## src/rtl/icd_mem_master_pkg.sv

```systemverilog
// Shared constants and types for the ICD memory-bus initiator.
package icd_mem_master_pkg;

  // SRAM byte-address width: MAH[20:12] plus MAL[11:0], 2 MB.
  localparam int unsigned SramAddrW = 21;

  // Width of the per-phase down-counter; phases are at most 256 cycles long.
  localparam int unsigned PhaseCntW = 8;

  // Bus-cycle phases.
  typedef enum logic [1:0] {
    StIdle   = 2'd0,
    StSetup  = 2'd1,
    StStrobe = 2'd2,
    StHold   = 2'd3
  } icd_state_e;

  // Counter preload for a phase of 'cycles' clocks; zero-length phases are
  // skipped by the FSM and never load.
  function automatic logic [PhaseCntW-1:0] phase_load(int unsigned cycles);
    return (cycles == 0) ? '0 : PhaseCntW'(cycles - 1);
  endfunction

endpackage

```

## src/rtl/icd_mem_master_if.sv

```systemverilog
// Request/response handshake plus SRAM bus pins of the ICD memory initiator.
interface icd_mem_master_if
  import icd_mem_master_pkg::*;
#(
  parameter int unsigned ADDR_W = SramAddrW
);

  // Handshake with the ICD command decoder.
  logic              bus_grant;
  logic              req_valid;
  logic              req_ready;
  logic              req_write;
  logic [ADDR_W-1:0] req_addr;
  logic [7:0]        req_wdata;
  logic              rsp_valid;
  logic [7:0]        rsp_rdata;
  logic              busy;

  // Memory-bus pins towards the top-level muxes.
  logic [ADDR_W-13:0] mah_o;
  logic [11:0]        mal_o;
  logic               mal_oe;
  logic [7:0]         md_o;
  logic               md_oe;
  logic [7:0]         md_i;
  logic               m1cs_n;
  logic               mrd_n;
  logic               mwr_n;

  // View of the initiator block itself.
  modport master (
    input  bus_grant, req_valid, req_write, req_addr, req_wdata, md_i,
    output req_ready, rsp_valid, rsp_rdata, busy,
    output mah_o, mal_o, mal_oe, md_o, md_oe, m1cs_n, mrd_n, mwr_n
  );

  // View of the decoder / memory side that talks to the initiator.
  modport slave (
    output bus_grant, req_valid, req_write, req_addr, req_wdata, md_i,
    input  req_ready, rsp_valid, rsp_rdata, busy,
    input  mah_o, mal_o, mal_oe, md_o, md_oe, m1cs_n, mrd_n, mwr_n
  );

endinterface

```

## src/rtl/icd_mem_master_phase_counter.sv

```systemverilog
// Down-counter shared by the SETUP, STROBE and HOLD phases.
// Loaded with (phase length - 1) on phase entry; zero_o marks the last cycle.
module icd_mem_master_phase_counter
  import icd_mem_master_pkg::*;
(
  input  logic                 clk_i,
  input  logic                 rst_i,
  input  logic                 load_i,
  input  logic [PhaseCntW-1:0] load_val_i,
  output logic                 zero_o
);

  logic [PhaseCntW-1:0] cnt_q;

  // Load on phase entry, otherwise count down and rest at zero.
  always_ff @(posedge clk_i or posedge rst_i) begin
    if (rst_i) begin
      cnt_q <= '0;
    end else if (load_i) begin
      cnt_q <= load_val_i;
    end else if (cnt_q != '0) begin
      cnt_q <= cnt_q - 1'b1;
    end
  end

  assign zero_o = (cnt_q == '0);

endmodule

```

## src/rtl/icd_mem_master.sv

```systemverilog
// ICD memory-bus initiator: single-byte SRAM read/write cycles with
// programmable setup, strobe and hold phases while the CPU is halted.
module icd_mem_master
  import icd_mem_master_pkg::*;
#(
  parameter int unsigned ADDR_W     = SramAddrW,
  parameter int unsigned SETUP_CYC  = 1,
  parameter int unsigned STROBE_CYC = 3,
  parameter int unsigned HOLD_CYC   = 1
) (
  input logic              clk6x,
  input logic              reset,
  icd_mem_master_if.master bus
);

  icd_state_e state_q, state_d;

  logic                 accept;
  logic                 phase_done;
  logic                 cnt_load;
  logic [PhaseCntW-1:0] cnt_val;

  // Transaction latches; these also feed the address and data pins directly.
  logic              wr_q, wr_d;
  logic [ADDR_W-1:0] addr_q, addr_d;
  logic [7:0]        wdata_q, wdata_d;
  logic [7:0]        rdata_q, rdata_d;

  // Registered pin and status outputs.
  logic rsp_valid_q, rsp_valid_d;
  logic busy_q, busy_d;
  logic m1cs_n_q, m1cs_n_d;
  logic mrd_n_q, mrd_n_d;
  logic mwr_n_q, mwr_n_d;
  logic mal_oe_q, mal_oe_d;
  logic md_oe_q, md_oe_d;

  // bus_grant only matters in IDLE: a cycle already under way always completes.
  assign bus.req_ready = (state_q == StIdle) & bus.bus_grant & ~reset;
  assign accept        = bus.req_valid & bus.req_ready;

  icd_mem_master_phase_counter u_phase_counter (
    .clk_i      (clk6x),
    .rst_i      (reset),
    .load_i     (cnt_load),
    .load_val_i (cnt_val),
    .zero_o     (phase_done)
  );

  // State register.
  always_ff @(posedge clk6x or posedge reset) begin
    if (reset) begin
      state_q <= StIdle;
    end else begin
      state_q <= state_d;
    end
  end

  // Next-state logic; zero-length setup/hold phases are skipped entirely.
  always_comb begin
    state_d = state_q;
    case (state_q)
      StIdle: begin
        if (accept) begin
          state_d = (SETUP_CYC != 0) ? StSetup : StStrobe;
        end
      end
      StSetup: begin
        if (phase_done) begin
          state_d = StStrobe;
        end
      end
      StStrobe: begin
        if (phase_done) begin
          state_d = (HOLD_CYC != 0) ? StHold : StIdle;
        end
      end
      StHold: begin
        if (phase_done) begin
          state_d = StIdle;
        end
      end
      default: state_d = StIdle;
    endcase

    // Reload the phase counter whenever a new phase starts.
    cnt_load = (state_d != state_q);
    case (state_d)
      StSetup:  cnt_val = phase_load(SETUP_CYC);
      StStrobe: cnt_val = phase_load(STROBE_CYC);
      StHold:   cnt_val = phase_load(HOLD_CYC);
      default:  cnt_val = '0;
    endcase
  end

  // Output logic: next values of the registered pins, derived from the next state
  // so every pin changes on the same edge as the state it belongs to.
  always_comb begin
    wr_d    = accept ? bus.req_write : wr_q;
    addr_d  = accept ? bus.req_addr  : addr_q;
    wdata_d = accept ? bus.req_wdata : wdata_q;

    busy_d   = (state_d != StIdle);
    m1cs_n_d = (state_d == StIdle);
    mal_oe_d = (state_d != StIdle);
    md_oe_d  = (state_d != StIdle) & wr_d;
    mrd_n_d  = ~((state_d == StStrobe) & ~wr_d);
    mwr_n_d  = ~((state_d == StStrobe) & wr_d);

    // Completion pulse on the edge that returns to IDLE.
    rsp_valid_d = (state_q != StIdle) & (state_d == StIdle);

    // Read data is captured on the edge where mrd_n rises.
    rdata_d = rdata_q;
    if ((state_q == StStrobe) && (state_d != StStrobe) && !wr_q) begin
      rdata_d = bus.md_i;
    end
  end

  // Output and transaction registers; reset releases every strobe and enable at once.
  always_ff @(posedge clk6x or posedge reset) begin
    if (reset) begin
      wr_q        <= 1'b0;
      addr_q      <= '0;
      wdata_q     <= '0;
      rdata_q     <= '0;
      rsp_valid_q <= 1'b0;
      busy_q      <= 1'b0;
      m1cs_n_q    <= 1'b1;
      mrd_n_q     <= 1'b1;
      mwr_n_q     <= 1'b1;
      mal_oe_q    <= 1'b0;
      md_oe_q     <= 1'b0;
    end else begin
      wr_q        <= wr_d;
      addr_q      <= addr_d;
      wdata_q     <= wdata_d;
      rdata_q     <= rdata_d;
      rsp_valid_q <= rsp_valid_d;
      busy_q      <= busy_d;
      m1cs_n_q    <= m1cs_n_d;
      mrd_n_q     <= mrd_n_d;
      mwr_n_q     <= mwr_n_d;
      mal_oe_q    <= mal_oe_d;
      md_oe_q     <= md_oe_d;
    end
  end

  assign bus.rsp_valid = rsp_valid_q;
  assign bus.rsp_rdata = rdata_q;
  assign bus.busy      = busy_q;
  assign bus.mah_o     = addr_q[ADDR_W-1:12];
  assign bus.mal_o     = addr_q[11:0];
  assign bus.mal_oe    = mal_oe_q;
  assign bus.md_o      = wdata_q;
  assign bus.md_oe     = md_oe_q;
  assign bus.m1cs_n    = m1cs_n_q;
  assign bus.mrd_n     = mrd_n_q;
  assign bus.mwr_n     = mwr_n_q;

endmodule

```

## src/flat_wrapper.sv

```systemverilog
// flat-port wrapper written by rule: the top's interface ports become plain ports
module icd_mem_master_flat import icd_mem_master_pkg::*;
#(
  parameter int unsigned ADDR_W     = SramAddrW,
  parameter int unsigned SETUP_CYC  = 1,
  parameter int unsigned STROBE_CYC = 3,
  parameter int unsigned HOLD_CYC   = 1
)
  (clk6x, reset, bus_bus_grant, bus_req_valid, bus_req_write, bus_req_addr, bus_req_wdata, bus_md_i, bus_req_ready, bus_rsp_valid, bus_rsp_rdata, bus_busy, bus_mah_o, bus_mal_o, bus_mal_oe, bus_md_o, bus_md_oe, bus_m1cs_n, bus_mrd_n, bus_mwr_n);
  icd_mem_master_if #(.ADDR_W(ADDR_W)) bus_i ();
  input logic clk6x;
  input logic reset;
  input wire logic [$bits(bus_i.bus_grant)-1:0] bus_bus_grant;
  input wire logic [$bits(bus_i.req_valid)-1:0] bus_req_valid;
  input wire logic [$bits(bus_i.req_write)-1:0] bus_req_write;
  input wire logic [$bits(bus_i.req_addr)-1:0] bus_req_addr;
  input wire logic [$bits(bus_i.req_wdata)-1:0] bus_req_wdata;
  input wire logic [$bits(bus_i.md_i)-1:0] bus_md_i;
  output wire logic [$bits(bus_i.req_ready)-1:0] bus_req_ready;
  output wire logic [$bits(bus_i.rsp_valid)-1:0] bus_rsp_valid;
  output wire logic [$bits(bus_i.rsp_rdata)-1:0] bus_rsp_rdata;
  output wire logic [$bits(bus_i.busy)-1:0] bus_busy;
  output wire logic [$bits(bus_i.mah_o)-1:0] bus_mah_o;
  output wire logic [$bits(bus_i.mal_o)-1:0] bus_mal_o;
  output wire logic [$bits(bus_i.mal_oe)-1:0] bus_mal_oe;
  output wire logic [$bits(bus_i.md_o)-1:0] bus_md_o;
  output wire logic [$bits(bus_i.md_oe)-1:0] bus_md_oe;
  output wire logic [$bits(bus_i.m1cs_n)-1:0] bus_m1cs_n;
  output wire logic [$bits(bus_i.mrd_n)-1:0] bus_mrd_n;
  output wire logic [$bits(bus_i.mwr_n)-1:0] bus_mwr_n;
  assign bus_i.bus_grant = bus_bus_grant;
  assign bus_i.req_valid = bus_req_valid;
  assign bus_i.req_write = bus_req_write;
  assign bus_i.req_addr = bus_req_addr;
  assign bus_i.req_wdata = bus_req_wdata;
  assign bus_i.md_i = bus_md_i;
  assign bus_req_ready = bus_i.req_ready;
  assign bus_rsp_valid = bus_i.rsp_valid;
  assign bus_rsp_rdata = bus_i.rsp_rdata;
  assign bus_busy = bus_i.busy;
  assign bus_mah_o = bus_i.mah_o;
  assign bus_mal_o = bus_i.mal_o;
  assign bus_mal_oe = bus_i.mal_oe;
  assign bus_md_o = bus_i.md_o;
  assign bus_md_oe = bus_i.md_oe;
  assign bus_m1cs_n = bus_i.m1cs_n;
  assign bus_mrd_n = bus_i.mrd_n;
  assign bus_mwr_n = bus_i.mwr_n;
  icd_mem_master #(.ADDR_W(ADDR_W), .SETUP_CYC(SETUP_CYC), .STROBE_CYC(STROBE_CYC), .HOLD_CYC(HOLD_CYC)) u_core (.clk6x(clk6x), .reset(reset), .bus(bus_i));
endmodule
```

## config.mk

```make
export PLATFORM = sky130hd
export DESIGN_NAME = icd_mem_master_flat
export DESIGN_NICKNAME = d
export VERILOG_FILES = /design/src/rtl/icd_mem_master_pkg.sv /design/src/rtl/icd_mem_master_if.sv /design/src/rtl/icd_mem_master_phase_counter.sv /design/src/rtl/icd_mem_master.sv /design/src/flat_wrapper.sv
export SDC_FILE = /design/constraint.sdc
export NUM_CORES = 1
export LEC_CHECK = 0
export BUFFER_PORTS_ARGS = -buffer_cell sky130_fd_sc_hd__buf_2
export CAP_MARGIN = 20
export CORE_AREA = 5 5 71 73
export CTS_BUF_LIST = sky130_fd_sc_hd__clkbuf_8
export CTS_CLUSTER_DIAMETER = 120
export DETAILED_ROUTE_END_ITERATION = 16
export DIE_AREA = 0 0 76 78
export PLACE_DENSITY = 0.88
export SLEW_MARGIN = 20
export SYNTH_ARGS = -nofsm -noshare
export SYNTH_HDL_FRONTEND = slang
export SYNTH_SLANG_ARGS = --single-unit
```

## constraint.sdc

```tcl
create_clock -name clk6x -period 4.8 [get_ports clk6x]
set_clock_uncertainty 0.2 [all_clocks]
set_input_delay 0.72 -clock clk6x [delete_from_list [all_inputs] [get_ports clk6x]]
set_output_delay 0.72 -clock clk6x [all_outputs]
set_load 0.03 [all_outputs]
```

==> flow_summary.ini, run 1 <==
[timing]
period_needed_ns = 2.77
slew_headroom_pct = 32.8
final_max_slew_viol_count = 0
holdWs_ns = 0.291
final.setup.tns_ns = 0
setup_viol = 0
hold_viol_final = 0
rsz0062_at_grt = false
fin_crit_sh_pct = 57.7
worst_slew_pin_slew_ns = 1.01
clock.fmax_mhz = 361

[placed_design]
gp_congestion = 0.786
place_hpwl_microns = 3290
placed_area_sq_mm = 0.00269
numPortBuffers = 86

[drt]
routedWlPerCell_microns = 14.9
wirelength_microns = 4480
drt_iter0_drc = 82
drtPass1Iterations = 4
vias_per_cell = 5.32
antenna_left = 0
vias = 1595
drc = 0

[clocking]
htreeDepth = 2
cts_buffers = 5
hold_buffers = 0
cts_tree = built
cts_setup_buffers = 0
clk_pin_slew_ns = 0.09
clkLatencyLatePin_ns = 0.30
numClockSinks = 54
clockBufferDepth = 2
cts_resized = 0
cts_root_buffer = clkbuf_8

[floorplanning]
io_pins = 87
die_h_microns = 78
coreArea_sq_mm = 0.00429
num_rows = 24
start_util_pct = 51.6
dieArea_sq_mm = 0.00593
fp.dieW_microns = 76

[pwr]
intPower_mw = 1.15
power_density_mw_per_mm2 = 687
switching_share_pct = 40.5
leakage_nw = 1.36
total_power_mw = 1.94
ir_drop_mv = 0.381
combPwrFrac_pct = 41.2
clock_power_share_pct = 18.1
switching_power_mw = 0.785
p_seq_share_pct = 40.7

[grt]
antenna_found_initial = 0
grt_max_degree = 56
grt_pass1_wl_microns = 7370
grt_overflow_total = 0
gr-usage-all-layers_pct = 15.5
grt_pass1_vias = 1587

[setup_path]
critPathKind = primary input to primary output
reg2reg_from = u_core.u_phase_counter.cnt_q[0]
slowest_delay_ns = 0.52
crit_chain = buf_2 > inv_2 > buf_4 > and3_1 > buf_2
arrival_ns = 1.85
critPathCaptureType = primary output
cp_num_buf_inv = 4
slowest_stage = buf_4
reg2reg_to = u_core.bus.rsp_rdata[3]
cp-start-kind = primary input
r2r_slack_ns = 2.24
cpMostUsedCell = buf_2
crit_required_ns = 3.88
crit_family = buffers and inverters
crit_fanout = 55
rr_worst_depth = 5

[yosys]
ys_types = 37
ys_warn_count = 0
synth_ff_type = dfrtp_1
avgSynthCellArea_sq_um = 13.8
ys_seq_elements = 54
synthArstFlopShare_pct = 100
synth.net_count = 204
synth_edf_count = 0
yosysTopAreaCell = dfrtp_1
netlist_instances = 161
yosys-top-cells-area = dfrtp_1, mux2_2, dfstp_2, a21oi_1, buf_2
synth_top_area_share_pct = 57.6
synth.cell_area_sq_mm = 0.00221
yosysSeqAreaShare_pct = 61.2

[finish]
layout-drive-gt1-share_pct = 56.9
fin_util_pct = 65.7
num_antenna_cells = 0
fin_area_sq_mm = 0.00282
fin_nets = 290
fillers = 326
synthToLayoutAreaGrowth_pct = 27.5

[status]
status = complete, no violations

[worst_hold_path]
hold_path_class = register to register
min_from = u_core.wr_q
holdPathStages = 1
hold_end = u_core.bus.mwr_n

[flow_run]
max_cap_violations = 0
==> Yosys cell counts, types with 2 or more instances <==
cell type and count:
xnor2_1 2, or3_1 3, nor3_1 4, mux2_2 38, buf_2 5, nor4_1 3, nand2_1 2, dfrtp_1 51
nor2_1 5, inv_1 6, or4b_1 2, nand4_1 3, o21ai_0 2, clkbuf_1 2, o31ai_1 3, a21oi_1 5
a211oi_1 2, dfstp_2 3, nor3b_1 2
==> flip-flops by register name, summed over array words and instances (netlist names) <==
signal and cells:
u_core.addr_q 21, u_core.bus.md_o 8, u_core.bus.rsp_rdata 8, u_core.u_phase_counter.cnt_q 8
u_core.state_q 2, u_core.bus.busy 1, u_core.bus.m1cs_n 1, u_core.bus.md_oe 1
u_core.bus.mrd_n 1, u_core.bus.mwr_n 1, u_core.bus.rsp_valid 1, u_core.wr_q 1
==> final cells by class <==
class                      instances  area, sq um  area share (%)
clock buffer                       5         68.8            2.44
sequential                        54         1360            48.0
timing repair buffer              87          438            15.5
tap                               52         65.1            2.30
inverter                           6         22.5           0.798
clock inverter                     3         68.8            2.44
multi-input combinational         93          805            28.5
==> cells by family after synthesis <==
family / share of synthesized area, %
and+or+nand+nor: 9.55
DFF: 61.2
AOI/OAI and AO/OA: 5.76
buffers and inverters: 2.82
xor gates and xnor gates: 0.791
muxes: 19.3
adders and majority gates: 0.565
==> routing by layer <==
metal / vias up / part of all wire [%] / track usage (%)
li1: 756 / - / -
met1: 766 / 40 / 18.5
met2: 67 / 48 / 25.1
met3: 6 / 9.6 / 6.13
met4: 0 / 1.8 / 6.41
met5: - / 0 / 0
==> cells in the final DEF, fill, tap and decap left out, types with 2 or more instances in the layout <==
cell type	count
nor2_1	4
clkbuf_8	5
nor3b_1	2
nand4_1	3
o21ai_0	2
nor4_1	3
mux2_2	38
bufinv_16	2
nand2_1	2
or3_1	3
inv_1	5
dfrtp_1	51
a21oi_1	5
or4b_1	2
o31ai_1	3
a211oi_1	2
buf_2	86
dfstp_2	3
xnor2_1	2
nor3_1	4
==> per-stage QoR <==
| step | setup WS, ns | cells |
|---|---|---|
| floorplan | 1.53 | 161 |
| global placement | 2.01 | 292 |
| detailed placement | 1.97 | 292 |
| CTS | 1.97 | 300 |
| global route | 1.86 | 300 |
| finish | 2.03 | 300 |
==> worst max-delay path by stage <==
| stage | from | endpoint | slack [ns] | depth (start not counted) |
|---|---|---|---|---|
| 2_1_floorplan | reset | bus_req_ready | 1.53 | 2 |
| 3_3_place_gp | reset | bus_req_ready | 2.01 | 5 |
| 3_5_place_dp | reset | bus_req_ready | 1.97 | 5 |
| 4_1_cts | reset | bus_req_ready | 1.97 | 5 |
| 5_1_grt | reset | bus_req_ready | 1.86 | 5 |
| 6_report | reset | bus_req_ready | 2.03 | 5 |
==> power groups by stage <==
| stage | clock network (mW) | registers (mW) | logic, mW |
|---|---|---|---|
| 2_1_floorplan | 0 | 1.06 | 0.308 |
| 3_3_place_gp | 0 | 0.787 | 0.792 |
| 3_5_place_dp | 0 | 0.795 | 0.809 |
| 4_1_cts | 0.362 | 0.790 | 0.810 |
| 5_1_grt | 0.384 | 0.817 | 0.854 |
| 6_report | 0.351 | 0.789 | 0.799 |
Note: power is estimated with default switching activity, not from simulation.
==> inputs of run 2 (changes only) <==
- CORE_AREA: 5 5 71 73 -> 5 5 77 79
- DIE_AREA: 0 0 76 78 -> 0 0 82 84
- PLACE_DENSITY: 0.88 -> 0.79
- clock period: 4.8 -> 2.3 ns (I/O delays scaled with it)
==> run 2 against run 1 <==
  * Sequential power up 110%
  * First-iteration DRC count shrank 13%
  * Largest power group unchanged
  * Largest cell class unchanged
  * Cell area up 1.9%
==> flow_summary.ini, run 2 (synthesis gave the netlist of run 1 again) <==
[finish]
final_cell_mix = buf_2, dfrtp_1, mux2_2
layout_commonest_cell = buf_2
regMostFlops = u_core.addr_q
fin_nets = 296
fin_area_sq_mm = 0.00288
synthToLayoutAreaGrowth_pct = 29.9
num_antenna_cells = 0
layout-drive-gt1-share_pct = 58.3
fin_util_pct = 54.6
largest_reg_flops = 21

[grt]
use_met1_pct = 17.5
grt_max_degree = 55
grt_overflow_total = 0
top_usage_layer = met2
grt_pass1_wl_microns = 7730
grtUsageMet3_pct = 4.64
grt_pass1_vias = 1724
grtUsageMet2_pct = 23.4
antenna_found_initial = 0
gr-usage-all-layers_pct = 14.1

[clocking]
cts_resized = 0
cts_root_buffer = clkbuf_8
clkLatencyLatePin_ns = 0.30
numClockSinks = 54
cts_setup_buffers = 0
cts_tree = built
htreeDepth = 2
clockBufferDepth = 2
hold_buffers = 0
cts_buffers = 5
clk_pin_slew_ns = 0.10

[placed_design]
numPortBuffers = 86
placed_area_sq_mm = 0.00277
place_hpwl_microns = 3350
gp_congestion = 0.898

[setup_path]
crit_family = simple AND/OR/NAND/NOR gates
arrival_ns = 2.17
cp-start-kind = register
critPathCaptureType = register
crit_chain = inv_1 > ha_1 > or4b_1 > or4b_1 > a21oi_1
critPathKind = register to register
crit_fanout = 5
slowest_stage = or4b_1
cp_num_buf_inv = 1
slowest_delay_ns = 0.52
crit_required_ns = 2.33
cpMostUsedCell = or4b_1

[floorplanning]
fp.dieW_microns = 82
die_h_microns = 84
num_rows = 27
io_pins = 87
start_util_pct = 42.0
dieArea_sq_mm = 0.00689
coreArea_sq_mm = 0.00527

[timing]
slew_headroom_pct = 57.0
holdWs_ns = 0.0499
fin_crit_sh_pct = 93.1
period_needed_ns = 2.14
final_max_slew_viol_count = 0
final.setup.tns_ns = 0
rsz0062_at_grt = false
clock.fmax_mhz = 467
hold_viol_final = 0
setup_viol = 0
worst_slew_pin_slew_ns = 0.644

[status]
status = complete, no violations

[pwr]
leakage_nw = 1.36
ir_drop_mv = 0.732
switching_share_pct = 42.5
total_power_mw = 3.92
power_density_mw_per_mm2 = 1360
switching_power_mw = 1.67
intPower_mw = 2.25
combPwrFrac_pct = 43.9
clock_power_share_pct = 14.0
p_seq_share_pct = 42.1

[drt]
drt_iter0_drc = 71
antenna_left = 0
vias = 1641
vias_per_cell = 5.03
drtPass1Iterations = 4
wirelength_microns = 4520
drc = 0
routedWlPerCell_microns = 13.9

[flow_run]
max_cap_violations = 0

[worst_hold_path]
hold_path_class = primary input to asynchronous set/reset pin
## run 2: path summary, 6_finish.rpt
kind	depth (start not counted)	to	slack (ns)	startpoint
worst min register to register	1	u_core.bus.rsp_rdata[5]	0.31	u_core.bus.rsp_rdata[5]
worst max-delay path	5	u_core.u_phase_counter.cnt_q[6]	0.16	u_core.u_phase_counter.cnt_q[1]
max in group asynchronous	3	u_core.bus.md_o[3]	1.42	reset
min in group clk6x	2	u_core.addr_q[13]	0.07	bus_req_addr[13]
worst min-delay path	3	u_core.addr_q[9]	0.05	reset
worst max register to register	5	u_core.u_phase_counter.cnt_q[6]	0.16	u_core.u_phase_counter.cnt_q[1]
## run 2: per-stage QoR
stage,setup WS [ns],std cells
floorplan,0.123,161
global placement,0.267,318
detailed placement,0.182,318
CTS,0.151,326
global route,0.0136,326
finish,0.159,326
## run 2: metal layers
layer	part of all wire, %	up-vias
met1	43	806
met3	6.2	4
met4	0.86	0
met2	50	58
met5	0	-
li1	-	773
## run 2: cell type report
type	count	area, sq um
Tap cell	72	90.1
Inverter	6	26.3
Multi-Input combinational cell	93	811
Fill cell	459	2390
Sequential cell	54	1360
Clock buffer	6	82.6
Timing Repair Buffer	93	495
Clock inverter	2	16.3
## run 2: power by group through the flow
| stage | Combinational, mW | Sequential [mW] | Clock [mW] |
|---|---|---|---|
| after floorplan | 0.642 | 2.21 | 0 |
| after global placement | 1.71 | 1.64 | 0 |
| after detailed placement | 1.73 | 1.66 | 0 |
| after CTS | 1.73 | 1.65 | 0.578 |
| after global routing | 1.86 | 1.71 | 0.632 |
| final | 1.72 | 1.65 | 0.549 |
## run 2: tightest hold or removal path, cell delays in order
cell and delay (ns):
buf_2 0.12, clkinvlp_4 0.06, buf_4 0.52
==> inputs of run 3 (changes only) <==
- CORE_AREA: 5 5 77 79 -> 5 5 73 75
- DIE_AREA: 0 0 82 84 -> 0 0 78 80
- PLACE_DENSITY: 0.79 -> 0.84
- clock period: 2.3 -> 2.15 ns (I/O delays scaled with it)
==> run 3 against run 2 <==
  * Sequential power rose by 4%
  * Flip-flop and latch count is the same
  * Largest power group unchanged
  * Critical path type unchanged
  * Count of clock-buffer cells in the layout decreased by 1
  * Final cell count down 4.3%
  * Non-clock buffer count up 4
  * Power is 12% higher
  * First-iteration DRC count down 5.6%
  * Largest cell class unchanged
  * Sequential share of layout area is 0.61 points lower
==> flow_summary.ini, run 3 (synthesis gave the netlist of run 1 again) <==
[clocking]
cts_root_buffer = clkbuf_8
cts_resized = 0
hold_buffers = 0
cts_tree = built
numClockSinks = 54
cts_setup_buffers = 0
clk_pin_slew_ns = 0.10
htreeDepth = 2
cts_buffers = 5
clkLatencyLatePin_ns = 0.31
clockBufferDepth = 2

[placed_design]
pre_cts_slack_ns = 0.122
place_hpwl_microns = 3540
numPortBuffers = 86
gp_congestion = 0.802

[timing]
final.setup.tns_ns = 0
slew_headroom_pct = 55.6
rsz0062_at_grt = false
final_max_slew_viol_count = 0
period_needed_ns = 2.05
fin_crit_sh_pct = 95.3
hold_viol_final = 0
worst_slack_ns = 0.101
worst_slew_pin_slew_ns = 0.667
clock.fmax_mhz = 488
holdWs_ns = 0.0279
setup_viol = 0

[pwr]
clock_power_share_pct = 15.9
ir_drop_mv = 0.855
power_density_mw_per_mm2 = 1510
total_power_mw = 4.39
leakage_nw = 1.39
switching_share_pct = 41.8
switching_power_mw = 1.84
p_seq_share_pct = 39.0
combPwrFrac_pct = 45.0
intPower_mw = 2.56

[drt]
routedWlPerCell_microns = 15.8
drc = 0
vias_per_cell = 5.28
vias = 1646
drtPass1Iterations = 6
drt_iter0_drc = 67
antenna_left = 0
wirelength_microns = 4940

[setup_path]
crit_required_ns = 2.19
critPathCaptureType = register
rr_worst_depth = 5
cp-start-kind = register
startpoint = u_core.u_phase_counter.cnt_q[0]
reg2reg_to = u_core.u_phase_counter.cnt_q[6]
reg2reg_from = u_core.u_phase_counter.cnt_q[0]
arrival_ns = 2.09
endpoint = u_core.u_phase_counter.cnt_q[6]
crit_fanout = 4
r2r_slack_ns = 0.10
critPathKind = register to register

[flow_run]
max_cap_violations = 0

[finish]
layout-drive-gt1-share_pct = 59.3
synthToLayoutAreaGrowth_pct = 31.6
largest_reg_flops = 21
fin_nets = 300
num_antenna_cells = 0
final_cell_mix = buf_2, dfrtp_1, mux2_2
layout_commonest_cell = buf_2
regMostFlops = u_core.addr_q
fillers = 359

[floorplanning]
fp.dieW_microns = 78
dieArea_sq_mm = 0.00624
num_rows = 25
io_pins = 87
coreArea_sq_mm = 0.00460
start_util_pct = 48.2
die_h_microns = 80

[status]
status = complete, no violations

[grt]
grt_overflow_total = 0
grt_pass1_vias = 1782
grt_pass1_wl_microns = 8120
gr-usage-all-layers_pct = 16.1
antenna_found_initial = 0
grt_max_degree = 55

[worst_hold_path]
hold_path_class = primary input to asynchronous set/reset pin
==> run 3: cell types whose count changed in the layout (fill, tap and decap cells not counted) <==
cell and delta:
inv_6 -1, inv_8 +1, nor4b_4 +1, buf_4 +4, ha_2 +1, nor4b_2 -1, ha_1 -1, clkbuf_8 -1
bufinv_16 +1
==> run 3: layout make-up <==
cell class	instances	area [sq um]	share of cell area, %
Multi-Input combinational cell	93	822	28.2
Sequential cell	54	1360	46.5
Timing Repair Buffer	97	526	18.0
Clock buffer	5	68.8	2.36
Clock inverter	3	48.8	1.67
Tap cell	54	67.6	2.32
Inverter	6	26.3	0.902
==> run 3: routing by layer <==
| metal | routed length (microns) | GRT usage [%] |
|---|---|---|
| met1 | 1940 | 19.9 |
| met2 | 2480 | 26.7 |
| met3 | 431 | 4.85 |
| met4 | 85 | 5.41 |
| met5 | 0 | 0 |
==> run 3: per-stage QoR <==
stage / instance area (sq um) / cells / utilization [%]
2_1_floorplan: 2220 / 161 / -
3_3_place_gp: 2780 / 304 / 60.4
3_5_place_dp: 2780 / 304 / 60.4
4_1_cts: 2900 / 312 / 63.0
5_1_grt: 2910 / 312 / 63.4
6_report: 2910 / 312 / 63.4
==> run 3: worst min path at each step <==
stage	from	to	slack [ns]	cells after the start
finish	reset	u_core.bus.busy	0.03	3
global placement	u_core.addr_q[10]	u_core.addr_q[10]	0.28	1
floorplan	reset	u_core.addr_q[0]	0.19	1
CTS	bus_req_addr[1]	u_core.addr_q[1]	0.03	2
global route	bus_md_i[5]	u_core.bus.rsp_rdata[5]	0.03	2
detailed placement	u_core.addr_q[19]	u_core.addr_q[19]	0.29	1
==> run 3: critical path, stage by stage, from the launching register on <==
cell and delay [ns]:
dfrtp_1 0.39, inv_1 0.06, ha_2 0.21, or4b_1 0.49, or4b_1 0.51, a21oi_1 0.13
==> run 3: power groups by stage <==
stage                     combinational [mW]  sequential [mW]  clock (mW)
after floorplan                        0.687             2.36           0
after global placement                  1.93             1.70           0
after detailed placement                1.97             1.72           0
after CTS                               1.98             1.70       0.723
after global routing                    2.12             1.78       0.761
final                                   1.98             1.72       0.700
